$ cat src/rtl/io_port_unit_if.sv
// rtl/io_port_unit_if.sv - CPU/pin-side bundle for io_port_unit
// Ports (slave = io_port_unit side):
//   in_port/in_valid/in_ready       external input word handshake
//   rd_en/rd_data/rd_empty          CPU IN: show-ahead FIFO head and pop
//   wr_en/wr_ch/wr_data             CPU OUT: channel write
//   out_port/out_strobe             registered channels and write pulses
//   err                             sticky {bad channel, underflow}
interface io_port_unit_if #(
  parameter int DATA_W = 16,
  parameter int N_OUT  = 2,
  parameter int CH_W   = 4
);
  logic [DATA_W-1:0]       in_port;
  logic                    in_valid;
  logic                    in_ready;
  logic                    rd_en;
  logic [DATA_W-1:0]       rd_data;
  logic                    rd_empty;
  logic                    wr_en;
  logic [CH_W-1:0]         wr_ch;
  logic [DATA_W-1:0]       wr_data;
  logic [N_OUT*DATA_W-1:0] out_port;
  logic [N_OUT-1:0]        out_strobe;
  logic [1:0]              err;

  modport master (
    output in_port, in_valid, rd_en, wr_en, wr_ch, wr_data,
    input  in_ready, rd_data, rd_empty, out_port, out_strobe, err
  );

  modport slave (
    input  in_port, in_valid, rd_en, wr_en, wr_ch, wr_data,
    output in_ready, rd_data, rd_empty, out_port, out_strobe, err
  );
endinterface

$ cat src/rtl/io_port_unit.sv
// rtl/io_port_unit.sv - input FIFO, output channel registers and sticky errors
// Ports:
//   clk   rising-edge clock
//   rst   asynchronous active-low reset
//   bus   io_port_unit_if.slave (input handshake, CPU IN/OUT, err)
module io_port_unit #(
  parameter int DATA_W = 16,
  parameter int DEPTH  = 4,
  parameter int N_OUT  = 2,
  parameter int CH_W   = 4
) (
  input logic            clk,
  input logic            rst,
  io_port_unit_if.slave  bus
);
  localparam int PW = $clog2(DEPTH);
  localparam logic [PW:0]   FULL_C  = (PW+1)'(DEPTH);
  localparam logic [CH_W:0] N_OUT_C = (CH_W+1)'(N_OUT);

  logic [DATA_W-1:0] mem [DEPTH];
  logic [PW-1:0]     wr_ptr;
  logic [PW-1:0]     rd_ptr;
  logic [PW:0]       count;
  logic              push;
  logic              pop;
  logic              wr_ok;

  // in_ready is gated by rst so a word offered during reset is never taken.
  assign bus.in_ready = rst & (count != FULL_C);
  assign bus.rd_empty = (count == '0);
  assign bus.rd_data  = bus.rd_empty ? '0 : mem[rd_ptr];

  assign push  = bus.in_valid & bus.in_ready;
  // rd_empty blocks the pop, so push+pop on an empty FIFO is push-only.
  assign pop   = bus.rd_en & ~bus.rd_empty;
  assign wr_ok = bus.wr_en & ({1'b0, bus.wr_ch} < N_OUT_C);

  // Storage is not reset; pointers/count make stale entries unreachable.
  always_ff @(posedge clk) begin
    if (push) begin
      mem[wr_ptr] <= bus.in_port;
    end
  end

  always_ff @(posedge clk or negedge rst) begin
    if (!rst) begin
      wr_ptr <= '0;
      rd_ptr <= '0;
      count  <= '0;
    end else begin
      if (push) begin
        wr_ptr <= wr_ptr + 1'b1;
      end
      if (pop) begin
        rd_ptr <= rd_ptr + 1'b1;
      end
      case ({push, pop})
        2'b10:   count <= count + 1'b1;
        2'b01:   count <= count - 1'b1;
        default: count <= count;
      endcase
    end
  end

  always_ff @(posedge clk or negedge rst) begin
    if (!rst) begin
      bus.out_port   <= '0;
      bus.out_strobe <= '0;
    end else begin
      // Strobe is a single-cycle pulse unless the channel is written again.
      bus.out_strobe <= '0;
      for (int k = 0; k < N_OUT; k++) begin
        if (wr_ok && (bus.wr_ch == CH_W'(k))) begin
          bus.out_port[k*DATA_W +: DATA_W] <= bus.wr_data;
          bus.out_strobe[k]                <= 1'b1;
        end
      end
    end
  end

  always_ff @(posedge clk or negedge rst) begin
    if (!rst) begin
      bus.err <= '0;
    end else begin
      if (bus.rd_en && bus.rd_empty) begin
        bus.err[0] <= 1'b1;
      end
      if (bus.wr_en && !wr_ok) begin
        bus.err[1] <= 1'b1;
      end
    end
  end
endmodule
$ cat src/flat_wrapper.sv
// flat-port wrapper written by rule: the top's interface ports become plain ports
module io_port_unit_flat 
#(
  parameter int DATA_W = 16,
  parameter int DEPTH  = 4,
  parameter int N_OUT  = 2,
  parameter int CH_W   = 4
)
  (clk, rst, bus_in_port, bus_in_valid, bus_rd_en, bus_wr_en, bus_wr_ch, bus_wr_data, bus_in_ready, bus_rd_data, bus_rd_empty, bus_out_port, bus_out_strobe, bus_err);
  io_port_unit_if #(.DATA_W(DATA_W), .N_OUT(N_OUT), .CH_W(CH_W)) bus_i ();
  input logic clk;
  input logic rst;
  input wire logic [$bits(bus_i.in_port)-1:0] bus_in_port;
  input wire logic [$bits(bus_i.in_valid)-1:0] bus_in_valid;
  input wire logic [$bits(bus_i.rd_en)-1:0] bus_rd_en;
  input wire logic [$bits(bus_i.wr_en)-1:0] bus_wr_en;
  input wire logic [$bits(bus_i.wr_ch)-1:0] bus_wr_ch;
  input wire logic [$bits(bus_i.wr_data)-1:0] bus_wr_data;
  output wire logic [$bits(bus_i.in_ready)-1:0] bus_in_ready;
  output wire logic [$bits(bus_i.rd_data)-1:0] bus_rd_data;
  output wire logic [$bits(bus_i.rd_empty)-1:0] bus_rd_empty;
  output wire logic [$bits(bus_i.out_port)-1:0] bus_out_port;
  output wire logic [$bits(bus_i.out_strobe)-1:0] bus_out_strobe;
  output wire logic [$bits(bus_i.err)-1:0] bus_err;
  assign bus_i.in_port = bus_in_port;
  assign bus_i.in_valid = bus_in_valid;
  assign bus_i.rd_en = bus_rd_en;
  assign bus_i.wr_en = bus_wr_en;
  assign bus_i.wr_ch = bus_wr_ch;
  assign bus_i.wr_data = bus_wr_data;
  assign bus_in_ready = bus_i.in_ready;
  assign bus_rd_data = bus_i.rd_data;
  assign bus_rd_empty = bus_i.rd_empty;
  assign bus_out_port = bus_i.out_port;
  assign bus_out_strobe = bus_i.out_strobe;
  assign bus_err = bus_i.err;
  io_port_unit #(.DATA_W(DATA_W), .DEPTH(DEPTH), .N_OUT(N_OUT), .CH_W(CH_W)) u_core (.clk(clk), .rst(rst), .bus(bus_i));
endmodule
$ cat config.mk
export PLATFORM = sky130hd
export DESIGN_NAME = io_port_unit_flat
export DESIGN_NICKNAME = d
export VERILOG_FILES = /design/src/rtl/io_port_unit_if.sv /design/src/rtl/io_port_unit.sv /design/src/flat_wrapper.sv
export SDC_FILE = /design/constraint.sdc
export NUM_CORES = 1
export LEC_CHECK = 0
export ABC_AREA = 1
export BUFFER_PORTS_ARGS = -buffer_cell sky130_fd_sc_hd__buf_2
export CORE_MARGIN = 2
export CORE_UTILIZATION = 40
export CTS_CLUSTER_DIAMETER = 30
export DETAILED_ROUTE_END_ITERATION = 16
export SYNTH_ARGS = -nofsm -noshare
export SYNTH_HDL_FRONTEND = slang
export SYNTH_SLANG_ARGS = --single-unit
$ cat constraint.sdc
create_clock -name clk -period 5.9 [get_ports clk]
set_clock_uncertainty 0.15 [all_clocks]
set_input_delay 0.885 -clock clk [delete_from_list [all_inputs] [get_ports clk]]
set_output_delay 0.885 -clock clk [all_outputs]
set_load 0.05 [all_outputs]
* Word level (Yosys, flattened, before mapping) *
Memories as Yosys holds them, arrays and structs flattened.
Cells that the tools add are included.

storage, ports and cells
  output and inout bits = 54
  memories = 1
  memory bits (writable) = 64
  bits of input ports = 41
  bits in registers = 43
  logic and storage cells = 37

cells by class
  bitwise gates (word level) = 5
  add/sub/neg operators = 4
  magnitude comparators = 1
  mux-type cells = 6
  reductions and logical operators = 8
  equality and inequality tests = 4

memories
  name        words  width  rd ports  clocked after memory_dff  wr ports  RTL line            text
  u_core.mem  4      16     1         0                         1         io_port_unit.sv:20  logic [DATA_W-1:0] mem [DEPTH];

operators by type and width
  kind                 number
  $mux 16              1
  $pmux 3 s2           1
  $add 2x1->2 const B  2
  $and 1x1->1          4
  $eq 4x1->1 const B   1
  $logic_and 1x1->1    4
  $logic_not 4->1      1
  $lt 4x2->1 const B   1
  $mux 1               4
  $add 3x1->3 const B  1
  $logic_not 3->1      1
  $ne 3x3->1 const B   1
  $sub 3x1->3 const B  1
  $eq 2x1->1 const B   1
  $eq 2x2->1 const B   1
  $reduce_bool 2->1    1
  $logic_not 1->1      1
  $not 1->1            1

* Logic depth before layout (Yosys ltp) *
Gate-level depths: netlist of the first run.

  depth in word-level cells = 5
  mapped depth = 12
  mapped depth without buffers = 12

* Worst setup path before layout of the first run *
Ideal clock, no wire load.

  kind = register -> output
  from = register u_core.count[0]
  to = output bus_rd_data[10]
  required time = 4865 ps
  stages on the path, launching flop included = 6
  path slack = 3157 ps
  buffers on the path = 1
  arrival time = 1708 ps
  cell sequence = dfrtp_1 inv_1 nand3_1 clkinv_1 buf_4 a21oi_1

between the ends
  word-level cells in the longest chain between the ends = 2

ends and longest elaborated chain
  item                      RTL line            text
  start: declaration        io_port_unit.sv:23  logic [PW:0] count;
  start signal: assignment  io_port_unit.sv:58  2'b10: count <= count + 1'b1;
  start signal: assignment  io_port_unit.sv:59  2'b01: count <= count - 1'b1;
  start signal: assignment  io_port_unit.sv:60  default: count <= count;
  $logic_not 3->1           io_port_unit.sv:30  assign bus.rd_empty = (count == '0);
  net bus_rd_empty          flat_wrapper.sv:21  output wire logic [$bits(bus_i.rd_empty)-1:0] bus_rd_empty;
  $mux 16                   io_port_unit.sv:31  assign bus.rd_data = bus.rd_empty ? '0 : mem[rd_ptr];
  end: declaration          flat_wrapper.sv:20  output wire logic [$bits(bus_i.rd_data)-1:0] bus_rd_data;

The timed path passes the listed nets, and every way through them passes these cells.

* Worst setup path in the final report of the first run *
  from = register u_core.rd_ptr[1]
  to = output bus_rd_data[14]

between the ends
  word-level cells in the longest chain between the ends = 2

ends and longest elaborated chain
  item                      RTL line            text
  start: declaration        io_port_unit.sv:22  logic [PW-1:0] rd_ptr;
  start signal: assignment  io_port_unit.sv:55  rd_ptr <= rd_ptr + 1'b1;
  $mem_v2 4x16              -
  $mux 16                   io_port_unit.sv:31

No other way between the ends.

==> flow_metrics.tcl, run 1 <==
set metrics [dict create \
    status "finished clean" \
    rsz0062_at_grt "no" \
    critPathMaxFanout 19 \
    postSynthCellCount 457 \
    drt-total-wl_um 9340 \
    grt_max_degree 35 \
    cts_tree "yes" \
    grt_use_total 0.161 \
    endpoint_kind "primary output" \
    post-cts-setup-buffers 0 \
    setup_viol_count_final 0 \
    drt-pass1-iter-count 4 \
    grt_use_met2 0.262 \
    vias_per_cell 4.56 \
    clk_latency_ns 0.34 \
    ioPinCount 95 \
    worstMarginPinSlew_ns 1.05 \
    grt_pass1_vias 3200 \
    clock_path_buffers 2 \
    synth_top_cell_by_area "edfxtp_1" \
    syn_nets 504 \
    p_leak_nw 2.75 \
    drive_gt1_frac 0.213 \
    synth_top_area_share 0.424 \
    io_buffers 94 \
    global_route.overflow_total 0 \
    cpPeakStageDelay_ns 0.66 \
    yosysSeqAreaShare 0.662 \
    drv_cap 0 \
    ant_nets 0 \
    yosys_warnings 0 \
    gp_congestion 0.763 \
    htree_levels 3 \
    grt_pass1_wl_um 15700 \
    cts_buffers 9 \
    fin_crit_sh 0.572 \
    whs_ns 0.283 \
    crit_chain "inv_1 > nand3_1 > a21oi_1 > buf_2" \
    finalNonFillerCells 698 \
    drtIter0Drc 125 \
    die_area_um2 12200 \
    dp_cells 682 \
    slew_headroom 0.301 \
    hpwl_um 6020 \
    drc 0 \
    routedWlPerCell_um 13.4 \
    synth_cell_type_count 22 \
    hold_viol_final 0 \
    core_um2 10900 \
    cts_sinks 107 \
    holdCritPathClass "primary input to asynchronous set/reset pin" \
    crit_arrival_ns 2.34 \
    powerDensity_nw_per_um2 512 \
    synth.avg_cell_area_um2 9.92 \
    synthesis.area_um2 4530 \
    period_needed_ns 3.37 \
    yosys-top-cells-area "edfxtp_1 (42%), dfrtp_1 (24%), nand2_1 (14%), inv_1 (6.7%), nand3_1 (4.0%)" \
    ctsResizeCount 0 \
    crit_slowest_cell "dfrtp_1" \
    cts.reportedPaths.clkPinSlew_ns 0.07 \
    dr_total_vias 3185 \
    synthToLayoutAreaGrowth_pct 20.2 \
    tns_ns 0 \
    rows 38 \
    top_usage_layer "met2" \
    crit_required_ns 4.87 \
    antenna_cells 0 \
    die_x_um 110 \
    start_util 0.414 \
    synth_seq_cells 107 \
    finalNetCount 600 \
    start_kind "flop" \
    antenna_found_initial 1 \
    ir_drop_v 0.000274 \
    fmaxAchievable_mhz 296 \
    die_h_um 110 \
    met3_usage 0.0571 \
    critPathKind "flop to primary output" \
    cts_hold_repair.buffers 0 \
    ctsRootBufferMaster "clkbuf_16" \
    gr-usage-met1 0.204 \
    drv_slew 0 \
]
[layout by cell type, fill, tap and decap left out, types with 2 or more instances in the layout]
cell type	instances
nand2_1	175
buf_2	94
inv_1	81
edfxtp_1	64
dfrtp_1	43
nand3_1	36
a21oi_1	16
clkbuf_16	9
buf_4	6
nand4_1	5
ha_1	5
nor2_1	4
clkinv_1	2
nor2_4	2
o21ai_0	2
xnor2_1	2
a21o_1	2
bufinv_16	2
[synthesized netlist by cell type, drive strengths merged]
cell type / instances
a21o: 2
a21oi: 16
and2: 1
buf: 11
clkbuf: 4
clkinv: 1
dfrtp: 43
edfxtp: 64
fa: 1
ha: 5
inv: 81
nand2: 175
nand3: 37
nand4: 5
nor2: 7
o21ai: 2
xnor2: 2
[logic make-up (layout without fill, tap and decap cells)]
kind of cell               count (synthesis)  in the layout  synth area share
AOI/OAI and AO/OA                         20             20            0.0232
xor gates and xnor gates                   2              2           0.00387
adders and majority gates                  6              6            0.0182
buffers and inverters                     97            198            0.0883
DFF                                      107            107             0.662
and+or+nand+nor                          225            225             0.205
[through the flow]
stage                     setup WS (ns)  utilization  power [W]  instance area, um2
after floorplan                    3.16            -    0.00190                4530
after global placement             2.74        0.469    0.00216                5130
after detailed placement           2.68        0.469    0.00218                5130
after CTS                          2.49        0.498    0.00282                5450
after global routing               2.41        0.498    0.00296                5450
final                              2.53        0.498    0.00279                5450
[cell type report]
cell class	count	area, um2
timing repair buffer	100	515
clock buffer	9	225
multi-input combinational	253	1130
inverter	82	308
fill	1054	5490
sequential	107	3000
tap	140	175
clock inverter	7	91.3
[where the power goes]
group,switching (W),internal (W)
registers,0.0000708,0.000913
logic,0.000899,0.000271
clock network,0.000265,0.000371
[final timing paths]
check	slack, ns	cells past startpoint	start	end
max in group asynchronous	4.60	2	rst	u_core.rd_ptr[1]$_DFFE_PN0P_
worst max-delay path	2.53	4	u_core.rd_ptr[1]$_DFFE_PN0P_	bus_rd_data[14]
worst min register to register	0.32	1	u_core.count[0]$_DFFE_PN0P_	u_core.count[0]$_DFFE_PN0P_
worst max register to register	3.74	10	u_core.count[0]$_DFFE_PN0P_	u_core.count[2]$_DFFE_PN0P_
worst min-delay path	0.28	1	rst	u_core.bus.out_port[13]$_DFFE_PN0P_
min in group clk	0.32	1	u_core.count[0]$_DFFE_PN0P_	u_core.count[0]$_DFFE_PN0P_
[per-layer routing]
metal,up-vias,share of wire
met5,-,0
met4,0,0.0093
met3,6,0.073
met2,82,0.47
met1,1488,0.45
li1,1609,-
[state kept, by name, indices dropped and copies added (netlist names)]
signal and flops:
u_core.mem 64, u_core.rd_ptr 2, u_core.wr_ptr 2, u_core.bus.err 2, u_core.bus.out_port 32, u_core.count 3
u_core.bus.out_strobe 2
[critical path, delay by kind of cell, from the launching register on]
family | cells | cell delay (ns)
compound gates | 1 | 0.24
buf+inv | 2 | 0.92
flops | 1 | 0.66
simple gates | 1 | 0.16
Note: power is estimated with default switching activity, not from simulation.
==> inputs of run 2 (changes only) <==
==> constraint.sdc (replaced) <==
create_clock -name clk -period 2.8 [get_ports clk]
set_clock_uncertainty 0.15 [all_clocks]
set_input_delay 0.42 -clock clk [delete_from_list [all_inputs] [get_ports clk]]
set_output_delay 0.42 -clock clk [all_outputs]
set_load 0.05 [all_outputs]
==> run 2 against run 1 <==
Effect of this change:
- setup slack worse by 2.2 ns
- sequential share of layout area is 0.36 points lower
- via count is 0.41% higher
- cell count is 0.43% higher
- wire length is 2.3% higher
- utilization is 0.33 points higher
==> flow_metrics.tcl, run 2 (same netlist as run 1, synthesis figures left out) <==
set metrics [dict create \
    drc 0 \
    regArea_um2 3000 \
    gp_congestion 0.747 \
    htree_levels 3 \
    p_leak_nw 2.77 \
    period_needed_ns 2.46 \
    top_regs "u_core.mem (64), u_core.bus.out_port (32), u_core.count (3)" \
    rows 38 \
    fmaxAchievable_mhz 407 \
    pre_cts_slack_ns 0.474 \
    synthToLayoutAreaGrowth_pct 21.0 \
    core_um2 10900 \
    drt-total-wl_um 9560 \
    io_buffers 94 \
    layout_commonest_cell "nand2_1" \
    final_cell_mix "nand2_1 (175), buf_2 (94), inv_1 (81)" \
    ctsRootBufferMaster "clkbuf_16" \
    hpwl_um 6270 \
    post-cts-setup-buffers 0 \
    fin_crit_sh 0.878 \
    antenna_found_initial 0 \
    status "finished clean" \
    grt_pass1_vias 3350 \
    placed_area_um2 5150 \
    cts.reportedPaths.clkPinSlew_ns 0.07 \
    start_util 0.414 \
    n_fill_cell 1039 \
    drv_slew 0 \
    grt_use_total 0.168 \
    crit_required_ns 2.23 \
    die_x_um 110 \
    ctsResizeCount 0 \
    cts_hold_repair.buffers 0 \
    routedWlPerCell_um 13.6 \
    critPathMaxFanout 32 \
    fin_ws_ns 0.342 \
    tns_ns 0 \
    top_usage_layer "met2" \
    endpoint_kind "primary output" \
    dr_total_vias 3198 \
    worstMarginPinSlew_ns 0.796 \
    holdCritPathClass "primary input to asynchronous set/reset pin" \
    critPathKind "flop to primary output" \
    drtIter0Drc 171 \
    met3_usage 0.0527 \
    clock_path_buffers 2 \
    hold_viol_final 0 \
    gr-usage-met1 0.211 \
    cts_buffers 9 \
    drt-pass1-iter-count 4 \
    global_route.overflow_total 0 \
    largest_reg_flops 64 \
    die_area_um2 12200 \
    final_util 0.501 \
    multi_input_area_um2 1130 \
    die_h_um 110 \
    grt_use_met2 0.277 \
    finalNetCount 603 \
    ir_drop_v 0.000567 \
    ant_nets 0 \
    cts_sinks 107 \
    whs_ns 0.0294 \
    final_area_um2 5480 \
    vias_per_cell 4.56 \
    setup_viol_count_final 0 \
    ioPinCount 95 \
    rsz0062_at_grt "no" \
    regMostFlops "u_core.mem" \
    drv_cap 0 \
    cts_tree "yes" \
    drive_gt1_frac 0.216 \
    crit_arrival_ns 1.89 \
    clk_latency_ns 0.34 \
    grt_max_degree 47 \
    slew_headroom 0.468 \
    grt_pass1_wl_um 16400 \
    antenna_cells 0 \
    start_kind "flop" \
    powerDensity_nw_per_um2 1080 \
]
[run 2: cell types whose count changed in the layout (fill, tap and decap cells not counted), moves of 2 or more]
cell,previous run,this run
buf_4,6,9
clkbuf_16,9,12
bufinv_16,2,0
clkbuf_1,0,2
[run 2: area by class of cell]
class,count,area share
Clock buffer,15,0.0586
Clock inverter,1,0.00160
Inverter,82,0.0561
Multi-Input combinational cell,253,0.207
Sequential cell,107,0.547
Tap cell,140,0.0319
Timing Repair Buffer,103,0.0981
[run 2: path summary, 6_finish.rpt]
check | startpoint | endpoint | slack, ns | depth (start not counted)
worst max register to register | u_core.count[0]$_DFFE_PN0P_ | u_core.count[2]$_DFFE_PN0P_ | 0.50 | 10
max in group asynchronous | rst | u_core.count[1]$_DFFE_PN0P_ | 2.09 | 2
min in group clk | bus_wr_data[8] | u_core.bus.out_port[24]$_DFFE_PN0P_ | 0.14 | 3
worst max-delay path | u_core.rd_ptr[0]$_DFFE_PN0P_ | bus_rd_data[7] | 0.34 | 6
worst min register to register | u_core.bus.err[0]$_DFFE_PN0P_ | u_core.bus.err[0]$_DFFE_PN0P_ | 0.32 | 1
worst min-delay path | rst | u_core.bus.out_port[23]$_DFFE_PN0P_ | 0.03 | 2
[run 2: metal layers]
layer,share of wire,wire length (um),vias to the layer above
li1,-,-,1618
met5,0,0,-
met4,0.011,106,0
met3,0.064,614,11
met2,0.47,4490,97
met1,0.46,4350,1472
[run 2: critical path: stages, from the launching register on]
cell and delay [ns]:
dfrtp_1 0.53, inv_1 0.10, buf_4 0.25, nand2_1 0.10, nand3_1 0.07, a21oi_1 0.20, buf_2 0.29
[run 2: through the flow]
step | power, W | cells
after floorplan | 0.00400 | 457
after global placement | 0.00459 | 685
after detailed placement | 0.00463 | 685
after CTS | 0.00598 | 701
after global routing | 0.00627 | 701
final | 0.00590 | 701
[run 2: report_power, final]
| part | internal, W | switching [W] |
|---|---|---|
| Sequential | 0.00192 | 0.000121 |
| Combinational | 0.000592 | 0.00193 |
| Clock | 0.000793 | 0.000544 |
| Total | 0.00331 | 0.00259 |
==> inputs of run 3 (changes only) <==
--- a/config.mk
+++ b/config.mk
@@ -8,9 +8,10 @@
 export ABC_AREA = 1
 export BUFFER_PORTS_ARGS = -buffer_cell sky130_fd_sc_hd__buf_2
 export CORE_MARGIN = 2
-export CORE_UTILIZATION = 40
+export CORE_UTILIZATION = 54
 export CTS_CLUSTER_DIAMETER = 30
 export DETAILED_ROUTE_END_ITERATION = 16
+export PLACE_DENSITY = 0.9
 export SYNTH_ARGS = -nofsm -noshare
 export SYNTH_HDL_FRONTEND = slang
 export SYNTH_SLANG_ARGS = --single-unit
==> constraint.sdc (replaced) <==
create_clock -name clk -period 2.7 [get_ports clk]
set_clock_uncertainty 0.15 [all_clocks]
set_input_delay 0.405 -clock clk [delete_from_list [all_inputs] [get_ports clk]]
set_output_delay 0.405 -clock clk [all_outputs]
set_load 0.05 [all_outputs]
==> run 3 against run 2 <==
Effect of this change:
- register-to-register slack gained 0.10 ns
- clock power shrank 33%
- combinational power grew 5%
- setup slack lost 0.16 ns
- global-route usage grew 4.5 points
- flip-flop and latch count is the same
- critical endpoint is now bus_in_ready
==> flow_metrics.tcl, run 3 (same netlist as run 1, synthesis figures left out) <==
set metrics [dict create \
    finalNetCount 604 \
    start_util 0.554 \
    grt_pass1_vias 3197 \
    p_switching_w 0.00269 \
    drv_slew 0 \
    hpwl_um 6120 \
    powerDensity_nw_per_um2 1060 \
    die_area_um2 9140 \
    critPathMaxFanout 46 \
    antenna_cells 0 \
    io_buffers 94 \
    cts_tree "yes" \
    routedWlPerCell_um 13.9 \
    p_seq_frac 0.375 \
    clk_latency_ns 0.36 \
    cts.reportedPaths.clkPinSlew_ns 0.10 \
    critPathKind "primary input to primary output" \
    ctsRootBufferMaster "clkbuf_8" \
    final_util 0.650 \
    endpoint_kind "primary output" \
    period_needed_ns 2.52 \
    whs_ns 0.0896 \
    holdCritPathClass "primary input to flop" \
    n_fill_cell 632 \
    grt_use_total 0.213 \
    core_um2 8180 \
    status "finished clean" \
    worstMarginPinSlew_ns 0.778 \
    regMostFlops "u_core.mem" \
    multi_input_area_um2 1130 \
    fmaxAchievable_mhz 397 \
    p_sw_frac 0.476 \
    p_int_w 0.00297 \
    rows 33 \
    met3_usage 0.0545 \
    cts_sinks 107 \
    p_clk_frac 0.158 \
    ir_drop_v 0.000511 \
    largest_reg_flops 64 \
    rsz0062_at_grt "no" \
    drc 0 \
    layout_commonest_cell "nand2_1" \
    gr-usage-met1 0.256 \
    regArea_um2 3000 \
    global_route.overflow_total 0 \
    p_comb_frac 0.467 \
    drv_cap 0 \
    grt_use_met2 0.360 \
    drtIter0Drc 211 \
    start_kind "primary input" \
    clock_path_buffers 2 \
    die_x_um 95.6 \
    grt_max_degree 47 \
    synthToLayoutAreaGrowth_pct 17.3 \
    vias_per_cell 5.03 \
    p_leak_nw 2.69 \
    fin_crit_sh 0.934 \
    tns_ns 0 \
    dr_total_vias 3352 \
    drive_gt1_frac 0.219 \
    ant_nets 0 \
    crit_arrival_ns 1.97 \
    gp_congestion 0.699 \
    antenna_found_initial 0 \
    drt-pass1-iter-count 4 \
    final_cell_mix "nand2_1 (175), buf_2 (94), inv_1 (80)" \
    htree_levels 3 \
    ioPinCount 95 \
    drt-total-wl_um 9260 \
    crit_required_ns 2.14 \
    hold_viol_final 0 \
    top_regs "u_core.mem (64), u_core.bus.out_port (32), u_core.count (3)" \
    slew_headroom 0.480 \
    die_h_um 95.6 \
    top_usage_layer "met2" \
    setup_viol_count_final 0 \
    grt_pass1_wl_um 14600 \
    cts_buffers 9 \
]
-- run 3: cell count changes in the layout (fill, tap and decap cells not counted), moves of 2 or more --
cell	previous run	this run
clkbuf_8	1	9
buf_4	9	7
clkinvlp_4	0	5
clkbuf_16	12	0
clkbuf_1	2	0
-- run 3: cell type report --
class                      count  area share
clock buffer                   9      0.0233
clock inverter                 7     0.00965
inverter                      82      0.0593
multi-input combinational    253       0.213
sequential                   107       0.564
tap                          105      0.0247
timing repair buffer         103       0.104
timing repair inverter         1     0.00141
-- run 3: worst max-delay path: stages --
cell and delay, ns:
dlygate4sd3_1 0.53, buf_2 0.11, buf_4 0.46, and2_1 0.20
buf_2 0.25
-- run 3: final timing paths --
kind                                                        to                           from  slack [ns]  cells after the start
setup reg to reg                   u_core.count[2]$_DFFE_PN0P_    u_core.count[0]$_DFFE_PN0P_        0.60                     10
max in group asynchronous  u_core.bus.out_port[21]$_DFFE_PN0P_                            rst        1.51                      3
min in group asynchronous         u_core.rd_ptr[1]$_DFFE_PN0P_                            rst        0.52                      3
setup / recovery                                  bus_in_ready                            rst        0.18                      5
hold reg to reg                  u_core.bus.err[0]$_DFFE_PN0P_  u_core.bus.err[0]$_DFFE_PN0P_        0.32                      1
hold / removal             u_core.bus.out_port[22]$_DFFE_PN0P_                 bus_wr_data[6]        0.09                      3
-- run 3: timing repair --
action,in CTS,in global routing
gates resized for setup,0,3
setup endpoints to repair,0,16
hold buffers,1,0
endpoints found under the hold margin,43,0
setup buffers,0,1
-- run 3: per-stage QoR --
step	instances	cell area [um2]	total power (W)	worst slack, ns
finish	667	5310	0.00566	0.179
global route	667	5310	0.00600	0.00847
CTS	665	5280	0.00563	0.0353
detailed placement	648	5090	0.00475	0.453
global placement	648	5090	0.00466	0.485
floorplan	457	4530	0.00415	0.437
-- run 3: power by group through the flow --
stage | clock network [W] | logic, W | registers (W)
5_1_grt | 0.000979 | 0.00287 | 0.00215
2_1_floorplan | 0 | 0.00167 | 0.00249
3_5_place_dp | 0 | 0.00261 | 0.00214
3_3_place_gp | 0 | 0.00253 | 0.00212
6_report | 0.000892 | 0.00264 | 0.00212
4_1_cts | 0.000908 | 0.00262 | 0.00211
-- run 3: routing by layer --
metal	wire, um	share of wire
met1	3800	0.41
met2	4520	0.49
met3	727	0.079
met4	215	0.023
met5	0	0
